## config.mk

```make
export PLATFORM = sky130hd
export DESIGN_NAME = dmem_arbiter
export DESIGN_NICKNAME = d
export VERILOG_FILES = /design/src/rtl/dmem_arbiter.sv
export SDC_FILE = /design/constraint.sdc
export NUM_CORES = 1
export LEC_CHECK = 0
export CORE_AREA = 2 2 87 89
export CTS_CLUSTER_DIAMETER = 50
export DETAILED_ROUTE_END_ITERATION = 6
export DIE_AREA = 0 0 89 91
export PLACE_DENSITY = 0.72
export SKIP_LAST_GASP = 1
export SLEW_MARGIN = 30
export SYNTH_ARGS = -nofsm -noshare
export SYNTH_HDL_FRONTEND = slang
export SYNTH_SLANG_ARGS = --single-unit
```

## constraint.sdc

```tcl
create_clock -name clk -period 1.9 [get_ports clk]
set_clock_uncertainty 0.15 [all_clocks]
set_input_delay 0.285 -clock clk [delete_from_list [all_inputs] [get_ports clk]]
set_output_delay 0.285 -clock clk [all_outputs]
set_load 0.01 [all_outputs]
```

## src/rtl/dmem_arbiter.sv

```systemverilog
// Two-port arbiter sharing a single-port data memory between the memory-access
// stage (MA) and the debug/loader port (DB), with bounded-burst fairness.
module dmem_arbiter #(
  parameter int ADDR_W    = 7,
  parameter int DATA_W    = 32,
  parameter int MAX_BURST = 4
) (
  input  logic              clk,
  input  logic              rst_n,
  input  logic              ma_req,
  input  logic              ma_we,
  input  logic [ADDR_W-1:0] ma_addr,
  input  logic [DATA_W-1:0] ma_wdata,
  output logic              ma_gnt,
  output logic              ma_rvalid,
  output logic [DATA_W-1:0] ma_rdata,
  input  logic              db_req,
  input  logic              db_we,
  input  logic [ADDR_W-1:0] db_addr,
  input  logic [DATA_W-1:0] db_wdata,
  output logic              db_gnt,
  output logic              db_rvalid,
  output logic [DATA_W-1:0] db_rdata,
  output logic              clka,
  output logic              ena,
  output logic              wea,
  output logic [ADDR_W-1:0] addra,
  output logic [DATA_W-1:0] dina,
  input  logic [DATA_W-1:0] douta
);

  localparam int              CNT_W    = $clog2(MAX_BURST + 1);
  localparam logic [CNT_W-1:0] CNT_MAX  = CNT_W'(MAX_BURST);
  localparam logic [CNT_W-1:0] CNT_ONE  = CNT_W'(1);
  localparam logic [CNT_W-1:0] CNT_ZERO = {CNT_W{1'b0}};

  typedef enum logic {
    OWN_MA = 1'b0,
    OWN_DB = 1'b1
  } owner_e;

  owner_e           owner_r;
  owner_e           owner_nxt_s;
  owner_e           gnt_port_s;
  logic [CNT_W-1:0] burst_cnt_r;
  logic [CNT_W-1:0] burst_cnt_nxt_s;
  logic             gnt_ma_s;
  logic             gnt_db_s;
  logic             any_gnt_s;

  // Grant decision: a lone requester always wins; under contention the owner keeps the port until its burst is spent.
  always_comb begin
    gnt_ma_s = 1'b0;
    gnt_db_s = 1'b0;
    case ({ma_req, db_req})
      2'b10: gnt_ma_s = 1'b1;
      2'b01: gnt_db_s = 1'b1;
      2'b11: begin
        if (burst_cnt_r < CNT_MAX) begin
          gnt_ma_s = (owner_r == OWN_MA);
          gnt_db_s = (owner_r == OWN_DB);
        end else begin
          gnt_ma_s = (owner_r == OWN_DB);
          gnt_db_s = (owner_r == OWN_MA);
        end
      end
      default: begin
        gnt_ma_s = 1'b0;
        gnt_db_s = 1'b0;
      end
    endcase
  end

  assign any_gnt_s  = gnt_ma_s | gnt_db_s;
  assign gnt_port_s = gnt_db_s ? OWN_DB : OWN_MA;

  // Next owner/burst count: an idle cycle clears the burst so the owner starts a fresh one.
  always_comb begin
    owner_nxt_s     = owner_r;
    burst_cnt_nxt_s = burst_cnt_r;
    if (!any_gnt_s) begin
      burst_cnt_nxt_s = CNT_ZERO;
    end else if (gnt_port_s == owner_r) begin
      if (burst_cnt_r < CNT_MAX) begin
        burst_cnt_nxt_s = burst_cnt_r + CNT_ONE;
      end else begin
        burst_cnt_nxt_s = burst_cnt_r;
      end
    end else begin
      owner_nxt_s     = gnt_port_s;
      burst_cnt_nxt_s = CNT_ONE;
    end
  end

  // Memory pin mux: with no grant the pins idle on MA's address/data.
  always_comb begin
    ena = any_gnt_s;
    if (gnt_db_s) begin
      addra = db_addr;
      dina  = db_wdata;
      wea   = db_we;
    end else begin
      addra = ma_addr;
      dina  = ma_wdata;
      wea   = gnt_ma_s & ma_we;
    end
  end

  // Arbitration state register.
  always_ff @(posedge clk or negedge rst_n) begin
    if (!rst_n) begin
      owner_r     <= OWN_MA;
      burst_cnt_r <= CNT_ZERO;
    end else begin
      owner_r     <= owner_nxt_s;
      burst_cnt_r <= burst_cnt_nxt_s;
    end
  end

  // Read-valid strobes track the one-cycle memory read latency.
  always_ff @(posedge clk or negedge rst_n) begin
    if (!rst_n) begin
      ma_rvalid <= 1'b0;
      db_rvalid <= 1'b0;
    end else begin
      ma_rvalid <= gnt_ma_s & ~ma_we;
      db_rvalid <= gnt_db_s & ~db_we;
    end
  end

  assign ma_gnt   = gnt_ma_s;
  assign db_gnt   = gnt_db_s;
  assign ma_rdata = douta;
  assign db_rdata = douta;
  assign clka     = clk;

endmodule

```

==> impl_metrics.csv <==
group,metric,value,unit
setup_path,critPathMaxFanout,8,
global_routing,grt_max_degree,10,
setup_path,cp-startpoint,"burst_cnt_r[2]$_DFFE_PN0P_",
cells_and_area,final_nets,344,
detailed_routing,wl_met1,1.713,mm
cells_and_area,drive_gt1_share,49.78,%
timing,rsz0062_at_grt,"true",
detailed_routing,wl_met3,530,um
timing,worst_slack,-0.4520,ns
setup_path,critPathKind,"reg2out",
setup_path,reg2reg_from,"owner_r$_DFFE_PN0P_",
floorplanning,num_rows,31,
setup_path,end_kind,"output port",
global_routing,first_global_vias,1453,
place,port_buffers,129,
synthesis,yosysSeqAreaShare,11.51,%
timing,finalSetupViolations,42,
timing,slew_viol_final,0,
setup_path,crit_slowest_cell,"dfrtp_1",
place,gp_congestion,0.7264,
floorplanning,initial_core_util,18.29,%
synthesis,synth_area_leader_cell,"buf_4",
power_and_ir_drop,power_leakage,1.249,nW
detailed_routing,top_layer,"met4",
synthesis,syn_area,1305,um2
synthesis,yosys_warnings,0,
clocking,clk-insertion-delay-late,0.33,ns
cells_and_area,final_cell_mix,"clkdlybuf4s50_1, buf_6, mux2_4",
place,hpwl,3.722,mm
floorplanning,dieArea,8099,um2
clocking,cts_tree,"built",
setup_path,critical_path.cell_chain,"xnor2_2 -> a21boi_4 -> buf_6 -> buf_12 -> buf_6 -> mux2_4 -> buf_6",
global_routing,antenna_found_initial,0,
power_and_ir_drop,finalPower,2.044,mW
detailed_routing,routed_wl,5.293,mm
floorplanning,core_area,7137,um2
setup_path,arrival,1.92,ns
cells_and_area,mostFrequentLayoutCell,"clkdlybuf4s50_1",
power_and_ir_drop,peakVddDrop,0.0002221,V
timing,tightest_slew,0.2742,ns
detailed_routing,wl_per_cell,16.34,um
run_status,status,"complete, but fails checks",
worst_hold_path,hp-class,"in2async",
cells_and_area,diodes,0,
synthesis,synth_area_leaders,"buf_4, mux2_1, dfrtp_1, buf_6, nor2b_1",
clocking,path_clk_slew,0.04,ns
run_status,failed_checks,"negative setup slack",
synthesis,post_synth.cell_area_avg,9.321,um2
global_routing,grt_pass1_wl,7.176,mm
timing,fin_crit_sh,123.8,%
cells_and_area,final_util,38.45,%
power_and_ir_drop,powerDensity,744.9,nW/um2
detailed_routing,viasPerCell,3.926,
synthesis,synth-seq-cells,6,
detailed_routing,wl_met2,2.819,mm
timing,max_slew_margin,81.67,%
synthesis,synth_cells,140,
detailed_routing,vias,1272,
timing,fmax,425.2,MHz
place,dpl.cell_count,305,
detailed_routing,first_pass_iters,3,
job,max_cap_violations,0,
setup_path,cp-start-kind,"register",
timing,hold_viol,0,
global_routing,track_usage,11.71,%
detailed_routing,drt_iter0_drc,16,
cells_and_area,area_growth,110.3,%
cells_and_area,postLayoutCellArea,2744,um2
setup_path,cpMostUsedCell,"buf_6",
synthesis,yosys.area.top_type_share,37.39,%
cells_and_area,fin_cells,324,
timing,fin_crit,2.352,ns
place,place_area,2247,um2
floorplanning,die_w,89,um
setup_path,worst_ep_required_time,1.46,ns
setup_path,slowest_delay,0.41,ns
detailed_routing,drcViolationCount,0,
synthesis,synth_cell_types,23,
setup_path,r2r_slack,0.38,ns
global_routing,gr-total-overflow,0,
setup_path,rr_worst_depth,4,
synthesis,syn_nets,257,
setup_path,reg2reg_to,"burst_cnt_r[0]$_DFFE_PN0P_",
detailed_routing,antenna_left,0,
floorplanning,ios,226,
clocking,postCtsHoldBufs,0,
floorplanning,fp.dieH,91,um
[report_power, final]
| group | switching (mW) | leakage (nW) | internal, mW | total [mW] |
|---|---|---|---|---|
| combinational | 0.493 | 1.13 | 0.967 | 1.46 |
| clock | 0.0970 | 0.0484 | 0.290 | 0.387 |
| sequential | 0.0311 | 0.0756 | 0.165 | 0.196 |
[critical path: cells and delay by family, from the launching register on]
family	cells	cell delay, ns
AOI/OAI and AO/OA	1	0.19
xor gates and xnor gates	1	0.18
DFF	1	0.41
buffers and inverters	4	0.52
muxes	1	0.29
[state kept, by name, indices dropped and copies added, names as in the netlist]
register     cells
ma_rvalid        1
owner_r          1
db_rvalid        1
burst_cnt_r      3
[layer usage]
layer,up-vias,GRT usage [%]
li1,579,-
met1,571,10.66
met2,85,21.77
met3,37,3.727
met4,0,6.965
met5,-,0
[cell families (layout without fill, tap and decap cells)]
kind of cell	Yosys count	after routing	synth area share (%)
xor gates and xnor gates	1	1	0.6713
muxes	40	40	34.42
buffers and inverters	71	156	41.51
DFF	6	6	11.50
adders and majority gates	1	1	0.9586
and+or+nand+nor	15	15	6.617
AOI/OAI and AO/OA	6	6	4.315
[per-stage QoR]
| stage | hold slack [ns] | TNS (ns) | setup slack, ns |
|---|---|---|---|
| floorplan | -0.1606 | 0 | 0.06020 |
| detailed placement | 0.3963 | -24.20 | -0.6167 |
| CTS | 0.05247 | -15.98 | -0.4490 |
| global route | 0.07259 | -18.06 | -0.5320 |
| global placement | 0.4007 | -23.73 | -0.6179 |
| finish | 0.04947 | -15.17 | -0.4520 |
[timing repair]
item                                   4_1_cts  5_1_grt
setup endpoints to repair                   44       42
resized for setup                          214       50
cloned                                       4        1
endpoints found under the hold margin        0        0
pin swaps                                    2        3
buffers inserted                             8        3
[cell type report]
class / instances / area (um2)
Inverter: 1 / 3.754
Fill cell: 722 / 4393
Tap cell: 99 / 123.9
Multi-Input combinational cell: 63 / 777.0
Timing Repair Buffer: 148 / 1598
Sequential cell: 6 / 150.1
Clock buffer: 7 / 91.34
[worst max-delay path by stage]
stage / cells past startpoint / end / slack, ns
after CTS: 6 / dina[10] / -0.45
final: 7 / dina[21] / -0.45
after global routing: 7 / dina[21] / -0.53
after global placement: 5 / addra[6] / -0.62
after floorplan: 4 / dina[17] / 0.06
after detailed placement: 5 / dina[0] / -0.62
[synth_stat cells]
cell,number
a31oi_1,1
and3b_1,1
mux2_1,39
mux2i_1,1
a32o_1,1
and2_1,1
ha_1,1
xnor2_1,1
or2_2,1
a2111o_1,1
nor2b_1,5
buf_4,65
inv_1,1
nand2_1,1
o21ai_0,2
and3_1,1
buf_2,1
nor3_1,2
buf_6,4
nand2b_1,1
dfrtp_1,6
a21boi_4,1
nor2_1,2
Note: power is estimated with default switching activity, not from simulation.
